### config.mk
export PLATFORM = sky130hd
export DESIGN_NAME = mole_hole_scheduler
export DESIGN_NICKNAME = d
export VERILOG_FILES = /design/src/rtl/whack_a_mole_pkg.sv /design/src/rtl/mole_lfsr.sv /design/src/rtl/mole_hole_scheduler.sv
export SDC_FILE = /design/constraint.sdc
export NUM_CORES = 1
export LEC_CHECK = 0
export ABC_CLOCK_PERIOD_IN_PS = 4900
export BUFFER_PORTS_ARGS = -buffer_cell sky130_fd_sc_hd__buf_4
export CAP_MARGIN = 20
export CORE_MARGIN = 2
export CORE_UTILIZATION = 49
export DETAILED_ROUTE_END_ITERATION = 10
export PLACE_DENSITY = 0.77
export REMOVE_ABC_BUFFERS = 1
export SYNTH_ARGS = -nofsm -noshare
export SYNTH_HDL_FRONTEND = slang
export SYNTH_SLANG_ARGS = --single-unit
### constraint.sdc
create_clock -name clk -period 4.9 [get_ports clk]
set_input_delay 0.245 -clock clk [delete_from_list [all_inputs] [get_ports clk]]
set_output_delay 0.245 -clock clk [all_outputs]
set_load 0.05 [all_outputs]
### src/rtl/whack_a_mole_pkg.sv
// Shared types, LFSR constants and hole selection for the mole scheduler.
// Imported by mole_lfsr and mole_hole_scheduler.
package whack_a_mole_pkg;

  typedef enum logic [1:0] {
    IDLE,
    WAIT_UP,
    UP,
    WHACKED
  } sched_state_t;

  localparam int          LFSR_W        = 16;
  // taps at bits 15, 13, 12, 10
  localparam logic [15:0] LFSR_TAPS     = 16'hB400;
  localparam logic [15:0] LFSR_SEED_DEF = 16'hACE1;

  // Candidate hole from the low LFSR nibble; a repeat of the previous
  // hole is bumped to the next hole so consecutive moles never match.
  function automatic logic [3:0] pick_hole(
    input logic [LFSR_W-1:0] rnd,
    input logic [3:0]        prev,
    input int                n
  );
    int c;
    c = int'(rnd[3:0]) % n;
    if (c == int'(prev))
      c = (int'(prev) + 1) % n;
    return 4'(c);
  endfunction

endpackage

### src/rtl/mole_lfsr.sv
// 16-bit Fibonacci LFSR, shifts left, free-running every clock.
// Ports: clk, reset_button_pressed (sync, high), state (current value).
module mole_lfsr
  import whack_a_mole_pkg::*;
#(
  parameter logic [LFSR_W-1:0] SEED = LFSR_SEED_DEF
) (
  input  logic              clk,
  input  logic              reset_button_pressed,
  output logic [LFSR_W-1:0] state
);

  logic fb;

  assign fb = ^(state & LFSR_TAPS);

  always_ff @(posedge clk) begin
    if (reset_button_pressed)
      state <= SEED;
    else
      state <= {state[LFSR_W-2:0], fb};
  end

endmodule

### src/rtl/mole_hole_scheduler.sv
// Maps the mole up/down stream onto N holes, judges presses, keeps score.
// Ports: clk, reset_button_pressed, game_in_progress, mole_clk,
//   hole_buttons -> mole_leds, score, hit_pulse, miss_pulse, wrong_pulse.
module mole_hole_scheduler
  import whack_a_mole_pkg::*;
#(
  parameter int          N_HOLES   = 8,
  parameter int          MAX_SCORE = 99,
  parameter logic [15:0] LFSR_SEED = 16'hACE1,
  localparam int         SW        = $clog2(MAX_SCORE + 1)
) (
  input  logic               clk,
  input  logic               reset_button_pressed,
  input  logic               game_in_progress,
  input  logic               mole_clk,
  input  logic [N_HOLES-1:0] hole_buttons,
  output logic [N_HOLES-1:0] mole_leds,
  output logic [SW-1:0]      score,
  output logic               hit_pulse,
  output logic               miss_pulse,
  output logic               wrong_pulse
);

  localparam logic [N_HOLES-1:0] ONE = {{(N_HOLES-1){1'b0}}, 1'b1};

  sched_state_t       state;
  logic               mole_q;
  logic               game_q;
  logic [N_HOLES-1:0] btn_q;
  logic               mole_rise;
  logic               mole_fall;
  logic               game_rise;
  logic [N_HOLES-1:0] btn_rise;
  logic [LFSR_W-1:0]  lfsr;
  logic [3:0]         hole;
  logic [3:0]         prev_hole;
  logic [3:0]         cand;
  logic [N_HOLES-1:0] cand_mask;
  logic [N_HOLES-1:0] hole_mask;
  logic               hit;
  logic               wrong;

  mole_lfsr #(
    .SEED (LFSR_SEED)
  ) u_lfsr (
    .clk                  (clk),
    .reset_button_pressed (reset_button_pressed),
    .state                (lfsr)
  );

  assign mole_rise = mole_clk & ~mole_q;
  assign mole_fall = ~mole_clk & mole_q;
  assign game_rise = game_in_progress & ~game_q;
  assign btn_rise  = hole_buttons & ~btn_q;

  assign cand      = pick_hole(lfsr, prev_hole, N_HOLES);
  assign cand_mask = ONE << cand;
  assign hole_mask = ONE << hole;
  assign hit       = |(btn_rise & hole_mask);
  assign wrong     = |(btn_rise & ~hole_mask);

  always_ff @(posedge clk) begin
    if (reset_button_pressed) begin
      state       <= IDLE;
      mole_q      <= 1'b0;
      game_q      <= 1'b0;
      btn_q       <= '0;
      hole        <= '0;
      prev_hole   <= '0;
      mole_leds   <= '0;
      score       <= '0;
      hit_pulse   <= 1'b0;
      miss_pulse  <= 1'b0;
      wrong_pulse <= 1'b0;
    end else begin
      mole_q      <= mole_clk;
      game_q      <= game_in_progress;
      btn_q       <= hole_buttons;
      hit_pulse   <= 1'b0;
      miss_pulse  <= 1'b0;
      wrong_pulse <= 1'b0;
      // losing the game overrides everything; score stays for display
      if (state != IDLE && !game_in_progress) begin
        state     <= IDLE;
        mole_leds <= '0;
      end else begin
        unique case (state)
          IDLE: begin
            mole_leds <= '0;
            if (game_rise) begin
              score <= '0;
              state <= WAIT_UP;
            end
          end
          WAIT_UP: begin
            if (mole_rise) begin
              hole      <= cand;
              prev_hole <= cand;
              mole_leds <= cand_mask;
              state     <= UP;
            end
          end
          UP: begin
            wrong_pulse <= wrong;
            if (hit) begin
              hit_pulse <= 1'b1;
              mole_leds <= '0;
              if (score != SW'(MAX_SCORE))
                score <= score + 1'b1;
              // a hit on the falling edge already ends the mole
              state <= mole_fall ? WAIT_UP : WHACKED;
            end else if (mole_fall) begin
              miss_pulse <= 1'b1;
              mole_leds  <= '0;
              state      <= WAIT_UP;
            end
          end
          WHACKED: begin
            mole_leds <= '0;
            if (mole_fall)
              state <= WAIT_UP;
          end
          default: begin
            state     <= IDLE;
            mole_leds <= '0;
          end
        endcase
      end
    end
  end

endmodule

### Word level (Yosys, flattened, before mapping)

Cells that the tools add are included.
Widths: inputs -> output; s select.

| storage, ports and cells | value |
|---|---|
| register bits after elaboration | 50 |
| latch bits | 0 |
| bits in writable memories | 0 |
| memory bits (read-only) | 0 |
| input port bits | 12 |
| output and inout bits | 18 |
| word-level logic and storage cells | 73 |
| memories | 0 |

| cells by class | value |
|---|---|
| $add $sub $neg | 2 |
| $mul | 0 |
| div/mod/pow operators | 0 |
| $lt $le $gt $ge | 0 |
| eq/ne operators | 10 |
| shifts and indexed selects | 2 |
| muxes and demuxes | 17 |
| bitwise logic cells | 14 |
| reduce and logical (&&, ||, !) cells | 17 |

Operators with widths:

| kind | number |
|---|---|
| $and 8x8->8 | 3 |
| $mux 8 | 3 |
| $pmux 8 s3 | 1 |
| $mux 7 | 3 |
| $not 8->8 | 2 |
| $reduce_or 8->1 | 2 |
| $reduce_xor 16->1 | 1 |
| $shl 1x4->8 const A | 2 |
| $pmux 7 s2 | 1 |
| $reduce_or 11->1 | 1 |
| $mux 2 | 5 |
| $ne 2x2->1 const B | 4 |
| $pmux 2 s4 | 1 |
| $add 7x1->7 const B | 1 |
| $ne 7x7->1 const B | 1 |
| $reduce_or 3->1 | 2 |
| $not 1->1 | 5 |
| $reduce_and 5->1 | 1 |
| $eq 2x2->1 const B | 2 |
| $eq 4x4->1 | 1 |
| $mux 4 | 1 |
| $reduce_and 2->1 | 2 |
| $reduce_bool 2->1 | 2 |
| $reduce_or 2->1 | 2 |
| other kinds (10) | 13 |

### Logic depth before layout (Yosys ltp)

Gate-level depths: netlist of the first run.

| depth | value |
|---|---|
| word-level depth | 7 |
| mapped depth | 9 |
| gate-level depth less buffers | 7 |

### Hierarchy

From an unflattened synthesis of the first run, not the netlist that was laid out.

| unflattened totals | value |
|---|---|
| cells, all modules | 243 |
| area total of the unflattened synthesis | 2260.9 µm² |

Modules (own cells, without submodules):

| module | instances | cells an instance | area each (µm²) | sequential area each (µm²) |
|---|---|---|---|---|
| mole_hole_scheduler | 1 | 207 | 1806.7 | 660.6 |
| mole_lfsr | 1 | 36 | 454.2 | 320.3 |

### Least setup slack after synthesis of the first run

Ideal clock, no wire load.

| path | value |
|---|---|
| path kind | register -> register |
| from | register, netlist name prev_hole[0] |
| to | register score[6] |
| setup time | 0.122 ns |
| arrival time | 2.150 ns |
| path slack | 2.628 ns |
| cell stages (with the launch flop) | 10 |
| path buffers | 2 |
| period minus slack after synthesis | 2.272 ns |
| cells stage by stage | dfxtp_1 clkbuf_1 inv_1 ha_1 and2_1 a2111oi_4 and3_1 buf_6 nor4_1 a311o_1 |

RTL lines:

| what | RTL line | source |
|---|---|---|
| end signal: assignment | mole_hole_scheduler.sv:109 | `score <= score + 1'b1;` |
| end: declaration | mole_hole_scheduler.sv:18 | `output logic [SW-1:0] score,` |

==> key figures, run 1 <==
STA
  – Final hold viol count: 0
  – Worst Skew: 9.289 ps
  – Slew of the pin with the lowest slew margin: 798.7 ps
  – Final slew viol count: 0
  – Slew margin rel.: 0.4600
  – Fmax: 406.2 MHz
  – Worst hold margin: 155.6 ps
  – Setup WS post-layout: approximately 2400 ps
  – RSZ-0062 raised after global routing: false
  – Setup-failing EPs final: 0
  – Total negative setup slack: 0 ps
  – Fin crit period: 2462 ps
  – Tcrit/Tclk final: 0.5024

Logic synthesis
  – Top post-synthesis cells by area: dfxtp_1 43%, nor2b_1 7.7%, ha_1 3.8%
  – Synthesized flop and latch total: 49
  – Ys async rst share: 0
  – Yosys cell types: 46
  – Post-synth EDFFs: 0
  – Share of the synthesized area in the top cell type: 0.4284
  – Yosys warns: 0
  – Top FF cell, synth: dfxtp_1
  – Most common cell in the netlist: dfxtp_1
  – Syn Area/Cell: 9.384 um^2
  – Synth area leader: dfxtp_1
  – Gate count of the mapped netlist: 244
  – Most instantiated cells after synthesis: 49 x dfxtp_1, 28 x nor2b_1, 16 x nor2_1
  – Seq/Total Area, Yosys: 0.4284
  – Cell Area, Synth: roughly 0.0023 mm^2

Placed design
  – HPWL Detailed: 3079 um
  – Number of port buffers: 29
  – Placed instance count: around 320
  – GPL Wtd Cong: 0.9426
  – Place WS: 2489 ps

Global route
  – First-pass GRT wire length: between 7000 and 8000 um
  – Largest net degree at the start of global routing: 38
  – Initial antenna violation count: 0
  – Number of global-route vias before repair: 1527
  – GRT Total Usage: 0.1750
  – Grt total ovfl: 0

CTS
  – Skew-Pair Late Insertion Delay: just over 300 ps
  – # Post-CTS Setup Buffers: 0
  – CTS tree: yes
  – H-tree depth: 2
  – Hold-fix buffers at CTS: 0
  – CTS Buf Count: 5
  – Cts repair resizes: 0
  – Reg clk slew, reported paths: 90 ps
  – CTS Root Cell: clkbuf_8
  – Clk sinks: 49
  – Clock buffer depth: 2

Worst hold path
  – Worst Min Path Start: hole_buttons[0]
  – Min-Delay Path Class: in2reg
  – Hold depth: 2

Pwr
  – Lkg Pwr: 1.066 nW
  – Pwr per Cell Area: 310.8 mW/mm^2
  – Maximum resistive drop on vdd: 136.3 uV

Detailed routing
  – DRT iter0 DRCs: 166
  – Vias: 1780
  – DRC viols: 0
  – First-pass iteration count of the detailed router: 4
  – WL final: 4340 um
  – WL per Instance: 13.40 um
  – Via density: 5.494
  – Routed Antenna Nets: 0

Setup path
  – Stages on the worst setup path: 7
  – CP delay by family, top: simple AND/OR/NAND/NOR gates
  – Worst path cell trace: inv_1 > ha_1 > and4bb_4 > a2111oi_4 > and3_1 > nor4_1 > a311o_1
  – CP Launch Type: flop
  – Critical path origin: prev_hole[0]
  – Worst R2R Start: prev_hole[0]
  – Crit path max fanout: 9
  – Crit end category: flop
  – Worst Path Arrival: 2660 ps
  – CP bufs+invs: 1
  – CP Class: reg2reg
  – R2r worst-path depth: 7
  – Max incr delay on CP: 520 ps
  – Worst path slowest cell: dfxtp_1
  – CP required: 5100 ps

Flow run
  – Max-cap violations: 0

Finish
  – Final instance count without filler cells: 324
  – Area Overhead vs Synth: 15.03%
  – Layout cells sized above 1: 0.1765
  – Area of the multi-input gates: 0.001225 mm^2
  – Final nets: 290
  – Fillers: 407
  – Register area: 980.9 um^2
  – Number of diodes: 0

Floorplan
  – Initial Util: 0.5187
  – Die W: 72.36 um
  – Die ar.: 0.005236 mm^2
  – Std-Cell Rows: 24
  – I/O pin count: 30
  – Total core area: 0.004414 mm^2
  – Die extent in y: between 70 and 80 um

Status
  – Outcome: finished clean
kinds of logic (layout without fill, tap and decap cells):
family	count (synthesis)	count (layout)	share of synthesized area
XOR/XNOR	8	8	0.03060
AO/OA/AOI/OAI	47	47	0.1552
buffers and inverters	18	46	0.03661
multiplexers	3	3	0.01312
flip-flops	49	49	0.4284
adder cells (fa/ha/maj)	7	7	0.03825
AND/OR/NAND/NOR	112	112	0.2978
stage by stage:
stage               utilization  total power [W]  cell area (um^2)
finish                   0.5967        0.0008185              2634
global route             0.5967        0.0008550              2634
floorplan                     -        0.0005092              2240
global placement         0.5714        0.0005380              2522
CTS                      0.5967        0.0008269              2634
detailed placement       0.5714        0.0005401              2522
final timing paths:
check | end | slack (ps)
max | score[6] | 2440
min | btn_q[0] | 160
max reg2reg | score[6] | 2440
min reg2reg | u_lfsr.state[15] | 420
cells in the final DEF (no fill, tap or decap), drive strengths merged, types with 2 or more instances in the layout:
master	instances
clkbuf	6
mux2i	3
and3b	2
nand2b	5
and3	5
nor2b	28
and4b	2
a21oi	8
nand3	8
a31oi	3
xor2	5
and2	5
o211ai	3
nor4	2
o21ai	9
a41oi	2
nor4b	4
nor3b	9
nand3b	3
o22ai	3
nand4	2
nor3	5
dfxtp	49
nand2	7
nor2	16
a22o	8
xnor2	3
o31a	2
inv	9
buf	29
ha	7
or2	7
power breakdown:
group | leakage, nW | total (W) | internal, W | switching, W
combinational | 0.608 | 0.000103 | 0.0000452 | 0.0000581
sequential | 0.402 | 0.000429 | 0.000415 | 0.0000141
clock | 0.0554 | 0.000286 | 0.000153 | 0.000133
layout make-up:
type                    count  share of cell area
well taps                  52             0.02470
clock buffers               6             0.02755
clock inverters             2             0.01473
repair buffers             29             0.08266
multi-input cells         177              0.4651
inverters                   9             0.01283
flip-flops and latches     49              0.3724
sequential cells by signal (all words and copies together), names as in the netlist:
name and count:
hit_pulse 1, score 7, wrong_pulse 1, prev_hole 3, miss_pulse 1, mole_q 1
btn_q 8, u_lfsr.state 16, mole_leds 8, game_q 1, state 2
worst reg2reg max path, stage by stage, from the launching register on:
cell	delay, ps
dfxtp_1	520
inv_1	170
ha_1	280
and4bb_4	220
a2111oi_4	360
and3_1	390
nor4_1	100
a311o_1	310
layer usage:
metal	vias up	track usage	part of all wire
met1	803	0.2476	0.50
met2	52	0.2457	0.42
met5	-	0	0
met3	6	0.05278	0.057
li1	919	-	-
met4	0	0.07547	0.017
No activity file was read; power rests on OpenSTA's default activity.
==> run 2, diff against run 1 <==
Settings changed: ABC_CLOCK_PERIOD_IN_PS 4900 to 2300.
Clock period 4.9 ns to 2.3 ns, I/O delays scaled along.
==> key figures, run 2 (synthesized netlist as in run 1, its figures left out) <==
Finish
  – Final nets: 294 (+1.4%)
  – Commonest non-fill, non-tap cell in the layout: dfxtp_1
  – Number of diodes: 0 (unchanged)
  – Area of the multi-input gates: 0.001230 mm^2 (+0.41%)
  – Layout cells sized above 1: 0.1957 (+0.01918)
  – Max reg flops: 16 (unchanged)
  – Top reg by flops: u_lfsr.state
  – Area Overhead vs Synth: 16.61%
  – Fillers: 396 (-2.7%)
  – Commonest non-fill, non-tap cells in the layout: 48 x dfxtp_1, 33 x buf_4, 28 x nor2b_1
  – Biggest regs: u_lfsr.state (16), btn_q (8), mole_leds (8)
  – Register area: 982.2 um^2 (+0.13%)
  – Layout Utilization: 0.6049 (+0.008220)

CTS
  – H-tree depth: 2 (unchanged)
  – Clk sinks: 49 (unchanged)
  – Hold-fix buffers at CTS: 0 (unchanged)
  – Clock buffer depth: 2 (unchanged)
  – CTS Root Cell: clkbuf_8
  – CTS tree: yes
  – Skew-Pair Late Insertion Delay: 300 ps (about the same)
  – Reg clk slew, reported paths: 90 ps (about the same)
  – CTS Buf Count: 5 (unchanged)

Setup path
  – CP Class: reg2reg
  – CP Launch Type: flop
  – Worst Path Arrival: 2330 ps (-330 ps)
  – Crit end category: flop
  – CP required: 2490 ps (-2610 ps)
  – Crit path max fanout: 9 (unchanged)

Status
  – Outcome: finished clean

STA
  – Slew of the pin with the lowest slew margin: 429.2 ps (-369.5 ps)
  – Fin crit period: 2135 ps (-326.7 ps)
  – RSZ-0062 raised after global routing: false
  – Setup WS post-layout: 164.7 ps (-2273 ps)
  – Final hold viol count: 0 (unchanged)
  – Slew margin rel.: 0.7108 (+0.2508)
  – Worst Skew: 1.846 ps (-7.442 ps)
  – Tcrit/Tclk final: 0.9284 (+0.4259)
  – Setup-failing EPs final: 0 (unchanged)
  – Fmax: 468.3 MHz (+15%)
  – Final slew viol count: 0 (unchanged)
  – Total negative setup slack: 0 ps (unchanged)

Detailed routing
  – Routed Antenna Nets: 0 (unchanged)
  – WL per Instance: 13.09 um (-2.2%)
  – First-pass iteration count of the detailed router: 4 (unchanged)
  – Via density: 5.515 (+0.39%)
  – Vias: 1809 (+1.6%)
  – WL final: 4295 um (-1.0%)
  – DRC viols: 0 (unchanged)
  – DRT iter0 DRCs: 101 (-39%)

Placed design
  – GPL Wtd Cong: 0.9263 (-1.7%)
  – Place WS: 18.08 ps (-2471 ps)
  – HPWL Detailed: 3152 um (+2.4%)
  – Number of port buffers: 29 (unchanged)

Global route
  – First-pass GRT wire length: 7389 um (+4.1%)
  – Met2 Usage GRT: 0.2610 (+0.01529)
  – M3 GR Usage: 0.05000 (-0.002778)
  – Grt total ovfl: 0 (unchanged)
  – Number of global-route vias before repair: 1606 (+5.2%)
  – M1 GR Usage: 0.2496 (+0.001956)
  – Gr busiest metal: met2
  – Largest net degree at the start of global routing: 38 (unchanged)
  – GRT Total Usage: 0.1804 (+0.005385)
  – Initial antenna violation count: 0 (unchanged)

Floorplan
  – Initial Util: 0.5187 (unchanged)
  – Die ar.: 0.005236 mm^2 (unchanged)
  – Total core area: 0.004414 mm^2 (unchanged)
  – Die extent in y: 72.36 um (unchanged)
  – Die W: 72.36 um (unchanged)
  – Std-Cell Rows: 24 (unchanged)
  – I/O pin count: 30 (unchanged)

Pwr
  – Lkg Pwr: 1.089 nW (+2.2%)
  – Sw frac: 0.2503 (-0.0004645)
  – Pwr per Cell Area: 655.3 mW/mm^2 (+110%)
  – Comb power frac: 0.128 (+0.002)
  – Clock power frac: 0.350 (about the same)
  – Maximum resistive drop on vdd: 284.0 uV (+110%)
  – P_sw: 0.0004379 W (+110%)
  – Int Pwr: 0.001312 W (+110%)
  – Sequential power share: 0.522 (-0.002)

Worst hold path
  – Min-Delay Path Class: in2reg

Flow run
  – Max-cap violations: 0 (unchanged)
run 2: cell count changes in the layout (fill, tap and decap cells not counted), sizes merged:
cell,before,now
buf,29,33
run 2: metrics by stage:
step | instance area (um^2) | hold WS, ps | power [W] | std cells
floorplan | 2240 | 181.7 | 0.001085 | 235
global placement | 2552 | 334.0 | 0.001149 | 320
detailed placement | 2552 | 341.6 | 0.001155 | 320
CTS | 2664 | 18.03 | 0.001766 | 328
global route | 2670 | 24.67 | 0.001832 | 328
finish | 2670 | 32.73 | 0.001750 | 328
run 2: layout make-up:
class / instances / area share
repair buffers: 33 / 0.09278
multi-input cells: 177 / 0.4606
well taps: 52 / 0.02437
clock inverters: 2 / 0.01453
inverters: 9 / 0.01265
flip-flops and latches: 49 / 0.3679
clock buffers: 6 / 0.02718
run 2: worst paths after layout:
path         cells past startpoint               to  slack [ps]             from
max                              7         score[6]         160     prev_hole[0]
min reg2reg                      1  u_lfsr.state[7]         410  u_lfsr.state[6]
max reg2reg                      7         score[6]         160     prev_hole[0]
min                              2         btn_q[0]          30  hole_buttons[0]
run 2: what timing repair did:
action,4_1_cts,5_1_grt
buffers inserted,0,0
gates resized for setup,0,3
endpoints found under the setup margin,0,12
run 2: worst max-delay path, cell delays in order, from the launching register on:
cell and delay [ps]:
dfxtp_1 390, inv_1 120, ha_1 240, and2_1 200, a2111oi_4 410, and3_4 310, nor4_1 60, a311o_1 310
run 2: power groups by stage:
stage | clock, W | sequential (W) | combinational [W]
final | 0.000612 | 0.000913 | 0.000224
after global routing | 0.000660 | 0.000919 | 0.000253
after CTS | 0.000629 | 0.000913 | 0.000223
after detailed placement | 0 | 0.000933 | 0.000222
after global placement | 0 | 0.000932 | 0.000218
after floorplan | 0 | 0.000937 | 0.000148
run 2: metal layers:
| metal | part of all wire | up-vias |
|---|---|---|
| met1 | 0.51 | 836 |
| li1 | - | 923 |
| met3 | 0.053 | 4 |
| met2 | 0.43 | 46 |
| met4 | 0.011 | 0 |
| met5 | 0 | - |
